**config.mk**
```make
export PLATFORM = sky130hd
export DESIGN_NAME = branch_unit_bht_flat
export DESIGN_NICKNAME = d
export VERILOG_FILES = /design/src/rtl/branch_unit_bht_if.sv /design/src/rtl/branch_unit_bht.sv /design/src/flat_wrapper.sv
export SDC_FILE = /design/constraint.sdc
export NUM_CORES = 1
export LEC_CHECK = 0
export ABC_CLOCK_PERIOD_IN_PS = 4150
export BUFFER_PORTS_ARGS = -buffer_cell sky130_fd_sc_hd__buf_2
export CAP_MARGIN = 25
export CORE_AREA = 2 2 180 129
export CTS_BUF_LIST = sky130_fd_sc_hd__clkbuf_8
export CTS_CLUSTER_SIZE = 10
export DETAILED_ROUTE_END_ITERATION = 7
export DIE_AREA = 0 0 182 131
export HOLD_SLACK_MARGIN = 0.15
export PLACE_DENSITY_LB_ADDON = 0.15
export SETUP_SLACK_MARGIN = 0.15
export SYNTH_ARGS = -nofsm -noshare
export SYNTH_HDL_FRONTEND = slang
export SYNTH_SLANG_ARGS = --single-unit
```
**constraint.sdc**
```tcl
create_clock -name clk -period 4.15 [get_ports clk]
set_input_delay 0.83 -clock clk [delete_from_list [all_inputs] [get_ports clk]]
set_output_delay 0.83 -clock clk [all_outputs]
set_load 0.02 [all_outputs]
```
**src/rtl/branch_unit_bht_if.sv**
```systemverilog
// Fetch/execute-side bundle of the branch unit: fetch lookup, execute resolve and statistics.
// Latency: carries combinational and registered signals alike; the interface itself has none.
// Backpressure: none; every signal is sampled or driven every cycle.
// Ports (master = pipeline side, slave = branch unit):
//   f_pc -> f_pred_taken                  fetch prediction lookup
//   x_valid/x_opcode/x_funct3/x_pc/
//   x_rs1/x_rs2/x_pred_taken/x_jump ->    execute resolve inputs
//   x_branch_taken/x_redir_target/
//   x_redir_fall/x_pc_select/x_mispredict  execute resolve outputs
//   stat_branches/stat_mispred            saturating statistics
interface branch_unit_bht_if #(
  parameter int XLEN   = 32,
  parameter int STAT_W = 32
);
  logic [XLEN-1:0]   f_pc;
  logic              f_pred_taken;
  logic              x_valid;
  logic [6:0]        x_opcode;
  logic [2:0]        x_funct3;
  logic [XLEN-1:0]   x_pc;
  logic [XLEN-1:0]   x_rs1;
  logic [XLEN-1:0]   x_rs2;
  logic              x_pred_taken;
  logic              x_jump;
  logic              x_branch_taken;
  logic              x_redir_target;
  logic              x_redir_fall;
  logic              x_pc_select;
  logic              x_mispredict;
  logic [STAT_W-1:0] stat_branches;
  logic [STAT_W-1:0] stat_mispred;

  modport master (
    output f_pc, x_valid, x_opcode, x_funct3, x_pc, x_rs1, x_rs2, x_pred_taken, x_jump,
    input  f_pred_taken, x_branch_taken, x_redir_target, x_redir_fall, x_pc_select,
           x_mispredict, stat_branches, stat_mispred
  );

  modport slave (
    input  f_pc, x_valid, x_opcode, x_funct3, x_pc, x_rs1, x_rs2, x_pred_taken, x_jump,
    output f_pred_taken, x_branch_taken, x_redir_target, x_redir_fall, x_pc_select,
           x_mispredict, stat_branches, stat_mispred
  );
endinterface

```
**src/rtl/branch_unit_bht.sv**
```systemverilog
// Bimodal BHT (2-bit saturating counters) plus execute-stage RV32 branch resolver and stats.
// Latency: prediction and all resolve outputs are combinational; training and stats update on the clock edge.
// Backpressure: none; a valid branch is resolved and trained in the cycle it is presented.
// Ports:
//   clk, reset   rising-edge clock, synchronous active-high reset
//   bus (slave)  fetch lookup, execute resolve, statistics (see branch_unit_bht_if)
module branch_unit_bht #(
  parameter int         XLEN        = 32,
  parameter int         BHT_ENTRIES = 64,
  parameter int         INDEX_LSB   = 2,
  parameter logic [1:0] CNT_INIT    = 2'b01,
  parameter int         STAT_W      = 32
) (
  input logic              clk,
  input logic              reset,
  branch_unit_bht_if.slave bus
);
  localparam int                IDX_W    = $clog2(BHT_ENTRIES);
  localparam logic [6:0]        OP_BRANCH = 7'b1100011;
  localparam logic [STAT_W-1:0] STAT_ONE = 1;

  logic [1:0]        cnt_q [BHT_ENTRIES];
  logic [1:0]        cnt_cur;
  logic [1:0]        cnt_d;
  logic [IDX_W-1:0]  f_idx;
  logic [IDX_W-1:0]  x_idx;
  logic              is_br;
  logic              cond;
  logic [STAT_W-1:0] stat_br_q, stat_br_d;
  logic [STAT_W-1:0] stat_mp_q, stat_mp_d;
  logic              unused_pc_bits;

  // Only the index field of each PC matters; the rest aliases.
  assign unused_pc_bits = ^{bus.f_pc, bus.x_pc};

  always_comb begin
    f_idx = bus.f_pc[INDEX_LSB +: IDX_W];
    x_idx = bus.x_pc[INDEX_LSB +: IDX_W];
    is_br = bus.x_valid && (bus.x_opcode == OP_BRANCH) &&
            (bus.x_funct3 != 3'b010) && (bus.x_funct3 != 3'b011);
    cond  = 1'b0;
    case (bus.x_funct3)
      3'b000:  cond = (bus.x_rs1 == bus.x_rs2);
      3'b001:  cond = (bus.x_rs1 != bus.x_rs2);
      3'b100:  cond = ($signed(bus.x_rs1) <  $signed(bus.x_rs2));
      3'b101:  cond = ($signed(bus.x_rs1) >= $signed(bus.x_rs2));
      3'b110:  cond = (bus.x_rs1 <  bus.x_rs2);
      3'b111:  cond = (bus.x_rs1 >= bus.x_rs2);
      default: cond = 1'b0;
    endcase
  end

  // Prediction reads the stored value; a same-index training write lands only at the edge.
  assign bus.f_pred_taken   = cnt_q[f_idx][1];
  assign bus.x_branch_taken = is_br && cond;
  assign bus.x_mispredict   = is_br && (cond != bus.x_pred_taken);
  assign bus.x_redir_target = (bus.x_valid && bus.x_jump) || (is_br && cond && !bus.x_pred_taken);
  assign bus.x_redir_fall   = is_br && !cond && bus.x_pred_taken && !bus.x_jump;
  assign bus.x_pc_select    = bus.x_redir_target || bus.x_redir_fall;
  assign bus.stat_branches  = stat_br_q;
  assign bus.stat_mispred   = stat_mp_q;

  always_comb begin
    cnt_cur = cnt_q[x_idx];
    if (cond) cnt_d = (cnt_cur == 2'b11) ? cnt_cur : cnt_cur + 2'd1;
    else      cnt_d = (cnt_cur == 2'b00) ? cnt_cur : cnt_cur - 2'd1;
    stat_br_d = (is_br && (stat_br_q != '1)) ? stat_br_q + STAT_ONE : stat_br_q;
    stat_mp_d = (bus.x_mispredict && (stat_mp_q != '1)) ? stat_mp_q + STAT_ONE : stat_mp_q;
  end

  // Reset wins over a pending training write in the same cycle.
  always_ff @(posedge clk) begin
    if (reset) begin
      for (int i = 0; i < BHT_ENTRIES; i++) cnt_q[i] <= CNT_INIT;
      stat_br_q <= '0;
      stat_mp_q <= '0;
    end else begin
      if (is_br) cnt_q[x_idx] <= cnt_d;
      stat_br_q <= stat_br_d;
      stat_mp_q <= stat_mp_d;
    end
  end
endmodule

```
**src/flat_wrapper.sv**
```systemverilog
// flat-port wrapper written by rule: the top's interface ports become plain ports
module branch_unit_bht_flat 
#(
  parameter int         XLEN        = 32,
  parameter int         BHT_ENTRIES = 64,
  parameter int         INDEX_LSB   = 2,
  parameter logic [1:0] CNT_INIT    = 2'b01,
  parameter int         STAT_W      = 32
)
  (clk, reset, bus_f_pc, bus_x_valid, bus_x_opcode, bus_x_funct3, bus_x_pc, bus_x_rs1, bus_x_rs2, bus_x_pred_taken, bus_x_jump, bus_f_pred_taken, bus_x_branch_taken, bus_x_redir_target, bus_x_redir_fall, bus_x_pc_select, bus_x_mispredict, bus_stat_branches, bus_stat_mispred);
  branch_unit_bht_if #(.XLEN(XLEN), .STAT_W(STAT_W)) bus_i ();
  input logic clk;
  input logic reset;
  input wire logic [$bits(bus_i.f_pc)-1:0] bus_f_pc;
  input wire logic [$bits(bus_i.x_valid)-1:0] bus_x_valid;
  input wire logic [$bits(bus_i.x_opcode)-1:0] bus_x_opcode;
  input wire logic [$bits(bus_i.x_funct3)-1:0] bus_x_funct3;
  input wire logic [$bits(bus_i.x_pc)-1:0] bus_x_pc;
  input wire logic [$bits(bus_i.x_rs1)-1:0] bus_x_rs1;
  input wire logic [$bits(bus_i.x_rs2)-1:0] bus_x_rs2;
  input wire logic [$bits(bus_i.x_pred_taken)-1:0] bus_x_pred_taken;
  input wire logic [$bits(bus_i.x_jump)-1:0] bus_x_jump;
  output wire logic [$bits(bus_i.f_pred_taken)-1:0] bus_f_pred_taken;
  output wire logic [$bits(bus_i.x_branch_taken)-1:0] bus_x_branch_taken;
  output wire logic [$bits(bus_i.x_redir_target)-1:0] bus_x_redir_target;
  output wire logic [$bits(bus_i.x_redir_fall)-1:0] bus_x_redir_fall;
  output wire logic [$bits(bus_i.x_pc_select)-1:0] bus_x_pc_select;
  output wire logic [$bits(bus_i.x_mispredict)-1:0] bus_x_mispredict;
  output wire logic [$bits(bus_i.stat_branches)-1:0] bus_stat_branches;
  output wire logic [$bits(bus_i.stat_mispred)-1:0] bus_stat_mispred;
  assign bus_i.f_pc = bus_f_pc;
  assign bus_i.x_valid = bus_x_valid;
  assign bus_i.x_opcode = bus_x_opcode;
  assign bus_i.x_funct3 = bus_x_funct3;
  assign bus_i.x_pc = bus_x_pc;
  assign bus_i.x_rs1 = bus_x_rs1;
  assign bus_i.x_rs2 = bus_x_rs2;
  assign bus_i.x_pred_taken = bus_x_pred_taken;
  assign bus_i.x_jump = bus_x_jump;
  assign bus_f_pred_taken = bus_i.f_pred_taken;
  assign bus_x_branch_taken = bus_i.x_branch_taken;
  assign bus_x_redir_target = bus_i.x_redir_target;
  assign bus_x_redir_fall = bus_i.x_redir_fall;
  assign bus_x_pc_select = bus_i.x_pc_select;
  assign bus_x_mispredict = bus_i.x_mispredict;
  assign bus_stat_branches = bus_i.stat_branches;
  assign bus_stat_mispred = bus_i.stat_mispred;
  branch_unit_bht #(.XLEN(XLEN), .BHT_ENTRIES(BHT_ENTRIES), .INDEX_LSB(INDEX_LSB), .CNT_INIT(CNT_INIT), .STAT_W(STAT_W)) u_core (.clk(clk), .reset(reset), .bus(bus_i));
endmodule
```
== Word level (Yosys, flattened, before mapping) ==
Memory sizes are Yosys's and may differ from the RTL's.
Cells that the tools add are included.
Storage, ports and cells
  memories: 1
  bits in read-only memories: 0
  latch bits: 0
  register bits: 64
  bits in writable memories: 128
Memories
  u_core.cnt_q: depth 64, bits a word 2, rd ports 2, clocked after Yosys merged registers in 0, write ports 64, line branch_unit_bht.sv:22  | logic [1:0] cnt_q [BHT_ENTRIES];
Cells by class
  div/mod/pow operators: 0
  add/subtract/negate cells: 4
  bitwise gates (word level): 0
  multipliers: 0
  shifts and indexed selects: 0
  reductions and logical operators: 20
  eq/ne operators: 14
  order comparisons: 4
  mux-type cells: 12
Operators by type and width (number)
  $add A32 B1 Y32 const B: 2
  $ge A32 B32 Y1: 2
  $lt A32 B32 Y1: 2
  $ne A32 B32 Y1 const B: 2
  $eq A32 B32 Y1: 1
  $ne A32 B32 Y1: 1
  $eq A3 B3 Y1 const B: 4
  $logic_and A1 B1 Y1: 12
  $mux W2: 4
  $eq A7 B7 Y1 const B: 1
  $mux W1: 6
  $mux W6: 1
  $ne A3 B2 Y1 const B: 2
  $pmux W1 S6: 1
  $eq A3 B1 Y1 const B: 1
  $logic_not A1 Y1: 3
  $logic_not A3 Y1: 1
  $add A2 B1 Y2 const B: 1
  $eq A2 B2 Y1 const B: 1
  $logic_not A2 Y1: 1
  $logic_or A1 B1 Y1: 2
  $reduce_or A2 Y1: 1
  $sub A2 B1 Y2 const B: 1
  $ne A1 B1 Y1: 1

== Logic depth before layout (Yosys ltp) ==
  depth in word-level cells: 9
  gate-level depth with buffers: 14

== Worst setup path before layout ==
OpenSTA, ideal clock, no wires.
  kind: in2out
  start: input bus_f_pc[2]
  end: output bus_f_pred_taken
  setup slack: 0.009 ns
  arrival time: 3.311 ns
  buffers on the path: 2
  stages on the path: 5
  path through: clkbuf_1 buf_1 mux4_2 mux4_2 mux4_2
Between the ends
  word-level cells in the longest chain between the ends: 1
Ends and longest elaborated chain
  start: declaration: line flat_wrapper.sv:14  | input wire logic [$bits(bus_i.f_pc)-1:0] bus_f_pc;
  $mem_v2 Z64 W2
  end: declaration: line flat_wrapper.sv:23  | output wire logic [$bits(bus_i.f_pred_taken)-1:0] bus_f_pred_taken;
No other way between the ends.

== Worst setup path in the final report ==
  start: input bus_x_rs2[18]
  end: output bus_x_redir_target
Between the ends
  word-level cells in the longest chain between the ends: 5
  elaborated cells on any way between the ends: 10
Ends and longest elaborated chain
  start: declaration: line flat_wrapper.sv:20  | input wire logic [$bits(bus_i.x_rs2)-1:0] bus_x_rs2;
  $ge A32 B32 Y1 (tied with other cells): line branch_unit_bht.sv:48  | 3'b111: cond = (bus.x_rs1 >= bus.x_rs2);
  $pmux W1 S6 *: line branch_unit_bht.sv:42  | case (bus.x_funct3)
  $logic_and A1 B1 Y1 * (2 in series): line branch_unit_bht.sv:57  | assign bus.x_redir_target = (bus.x_valid && bus.x_jump) || (is_br && cond && !bus.x_pred_taken);
  $logic_or A1 B1 Y1 *: line branch_unit_bht.sv:57
  end: declaration: line flat_wrapper.sv:25  | output wire logic [$bits(bus_i.x_redir_target)-1:0] bus_x_redir_target;
Every way passes the cells marked *; elsewhere a longest branch is shown, timed or not.

==> flow_summary.toml <==
[finish]
fin_nets = 1519
stdcell_count = 1643
layout-drive-gt1-share = 0.272
final_cell_mix = "nor2_1 (152), buf_2 (147), edfxtp_1 (128)"
final_common_cell = "nor2_1"
diodes = 0
areaGrowthSynthToFinish_pct = 17.2

[detailed_routing]
vias = 10099
drc = 0
wl_met2_um = 15200
wl_met1_um = 14800
dr.first_iter.drc_count = 1128
first_pass_iters = 6
finalWirelength_um = 34600
final_antenna_net_count = 0
highest_layer = "met4"
via_per_inst = 6.15
wl_per_cell_um = 21.1
routed-wl-met3_um = 3800

[global_route]
grt_start_max_net_pins = 80
grt_pass1_wl_um = 52300
antenna_found_initial = 0
overflow = 0
grt_pass1_vias = 9324
grt_use_total = 0.290

[logic_synthesis]
ys_types = 74
synthCells = 1167
yosysSeqAreaShare = 0.441
synth-seq-cells = 192
syn_area_um2 = 11600
ys_warn_count = 0
syn_area_per_cell_um2 = 9.96
postSynth.asyncResetShare = 0
synth_flop_cell = "edfxtp_1"
synth_edf_count = 128
syn-num-nets = 1344

[setup_path]
cpPeakStageDelay_ps = 410
worstPathMaxFanout = 4
reg2reg_depth = 9
required_ps = 3320
worstPathCellList = "buf_6 > inv_2 > ha_4 > nand4_1 > nor4_4 > buf_4 > o311ai_4 > nand3_2 > mux2_4 > or3_4 > nand2_2 > buf_6"
endpoint_kind = "output pin"
critPathBufInv = 4
reg2reg_slack_ps = 970
crit_family = "simple AND/OR/NAND/NOR gates"
timing.rr.end = "u_core.cnt_q[6][1]"
start_kind = "primary input"
arrival_ps = 3120
cp_slowest_cell = "or3_4"
worstSetupPathType = "primary input to output pin"
crit_top_cell = "buf_6"
rr_startpoint = "u_core.cnt_q[41][1]"

[min_path]
worstHoldPathCells = 2
hold_start = "u_core.bus.stat_branches[23]"
hold_end = "u_core.bus.stat_branches[23]"
hp-class = "flip-flop to flip-flop"

[timing]
fin_crit_ps = 3950
fmax_ghz = 0.253
final.period_utilization = 0.952
worstMarginPinSlew_ps = 869
hold_violations = 0
relSlewSlack = 0.418
maxSlewViolCount = 0
setup_tns_ps = 0
setup_viol = 0
rsz0062_at_grt = "yes"
finalClockSkew_ps = 20.6

[floorplan]
die-area_um2 = 23800
die_w_um = 182
die_h_um = 131
core-area_um2 = 22200
row_count = 46
initial_utilization = 0.523
ios = 213

[clocking]
clockBufferDepth = 2
h-tree-depth = 4
cts-root-buf = "clkbuf_8"
tritoncts = "built"
cts_buffers = 17
clk_latency_ps = 490
cts.hold.buffers_added = 0
clock-sinks = 192
cts.clk_slew.worst_paths_ps = 100

[flow_run]
maxCapViolCount = 0

[power]
vdd_ir_drop_max_mv = 0.204
p_leak_nw = 5.41
p_per_area_nw_per_um2 = 290
report.power.total_w = 0.00395

[placement]
portBuffers = 160
hpwl_um = 24500
place_congestion = 0.922
place_inst = 1602

[outcome]
status = "complete, no violations"
[registers in the layout, summed over array words and instances, names as in the netlist]
name,cells
u_core.bus.stat_mispred,32
u_core.bus.stat_branches,32
u_core.cnt_q,128
[tightest hold or removal path, delay by kind of cell (launching register included)]
family | cells | cell delay, ps
AOI/OAI and AO/OA | 2 | 140
DFF | 1 | 350
[final cells by class]
type | instances | area, um^2
multi-input combinational | 854 | 6070
timing repair buffer | 233 | 1510
tap | 288 | 360
sequential | 192 | 5120
inverter | 44 | 168
clock inverter | 15 | 151
clock buffer | 17 | 234
fill | 1913 | 8590
[power breakdown]
group | switching (W) | leakage (nW) | internal, W
Clock | 0.000755 | 0.196 | 0.000493
Sequential | 0.0000148 | 1.62 | 0.00205
Combinational | 0.000367 | 3.60 | 0.000268
Total | 0.00114 | 5.41 | 0.00281
[per-layer routing]
| metal | up-vias | track usage |
|---|---|---|
| li1 | 4621 | - |
| met1 | 4842 | 0.408 |
| met2 | 569 | 0.448 |
| met3 | 67 | 0.0698 |
| met4 | 0 | 0.0878 |
| met5 | - | 0 |
[synthesized netlist by cell type, types with 16 or more instances]
library cell	instances	area [um^2]
nor2_1	153	574
edfxtp_1	128	3840
nand3_1	103	515
nand2_1	73	274
dfxtp_1	64	1280
a21o_1	58	435
clkbuf_1	45	169
inv_1	43	161
a21oi_1	37	185
nor2b_1	37	231
ha_1	34	425
mux2_2	29	327
mux4_2	29	653
and3_1	28	175
nand4_1	20	125
nand2b_1	18	113
nor3_1	18	90.1
o21ai_0	17	85.1
mux2i_1	16	160
xor2_1	16	140
[how the worst max path moves through the flow]
stage,end,depth (start not counted),startpoint
2_1_floorplan,bus_x_pc_select,10,bus_x_rs2[31]
3_3_place_gp,bus_x_mispredict,10,bus_x_rs1[27]
3_5_place_dp,u_core.bus.stat_mispred[27],12,bus_x_rs1[27]
4_1_cts,bus_x_mispredict,13,bus_x_rs2[31]
5_1_grt,bus_x_redir_fall,13,bus_x_rs2[18]
6_report,bus_x_redir_target,12,bus_x_rs2[18]
[what timing repair did]
action	4_1_cts	5_1_grt
setup endpoints to repair	3	5
pin swaps	5	17
resized for setup	2	34
setup buffers	1	8
[cell families after synthesis]
| kind of cell | after synthesis | synth area share |
|---|---|---|
| AND/OR/NAND/NOR | 522 | 0.233 |
| XOR/XNOR | 27 | 0.0203 |
| AO/OA/AOI/OAI | 188 | 0.115 |
| adder cells (fa/ha/maj) | 35 | 0.0376 |
| multiplexers | 82 | 0.106 |
| buffers and inverters | 121 | 0.0474 |
| flip-flops | 192 | 0.441 |
[stage by stage]
stage          hold slack [ps]  setup slack (ps)  cell area (um^2)  utilization
3_3_place_gp               496               113             13000        0.585
3_5_place_dp               506              84.7             13000        0.585
5_1_grt                    550               110             13600        0.613
4_1_cts                    524               162             13400        0.603
2_1_floorplan              566               192             11600            -
6_report                   517               201             13600        0.613
(Power assumes the default switching activity.)
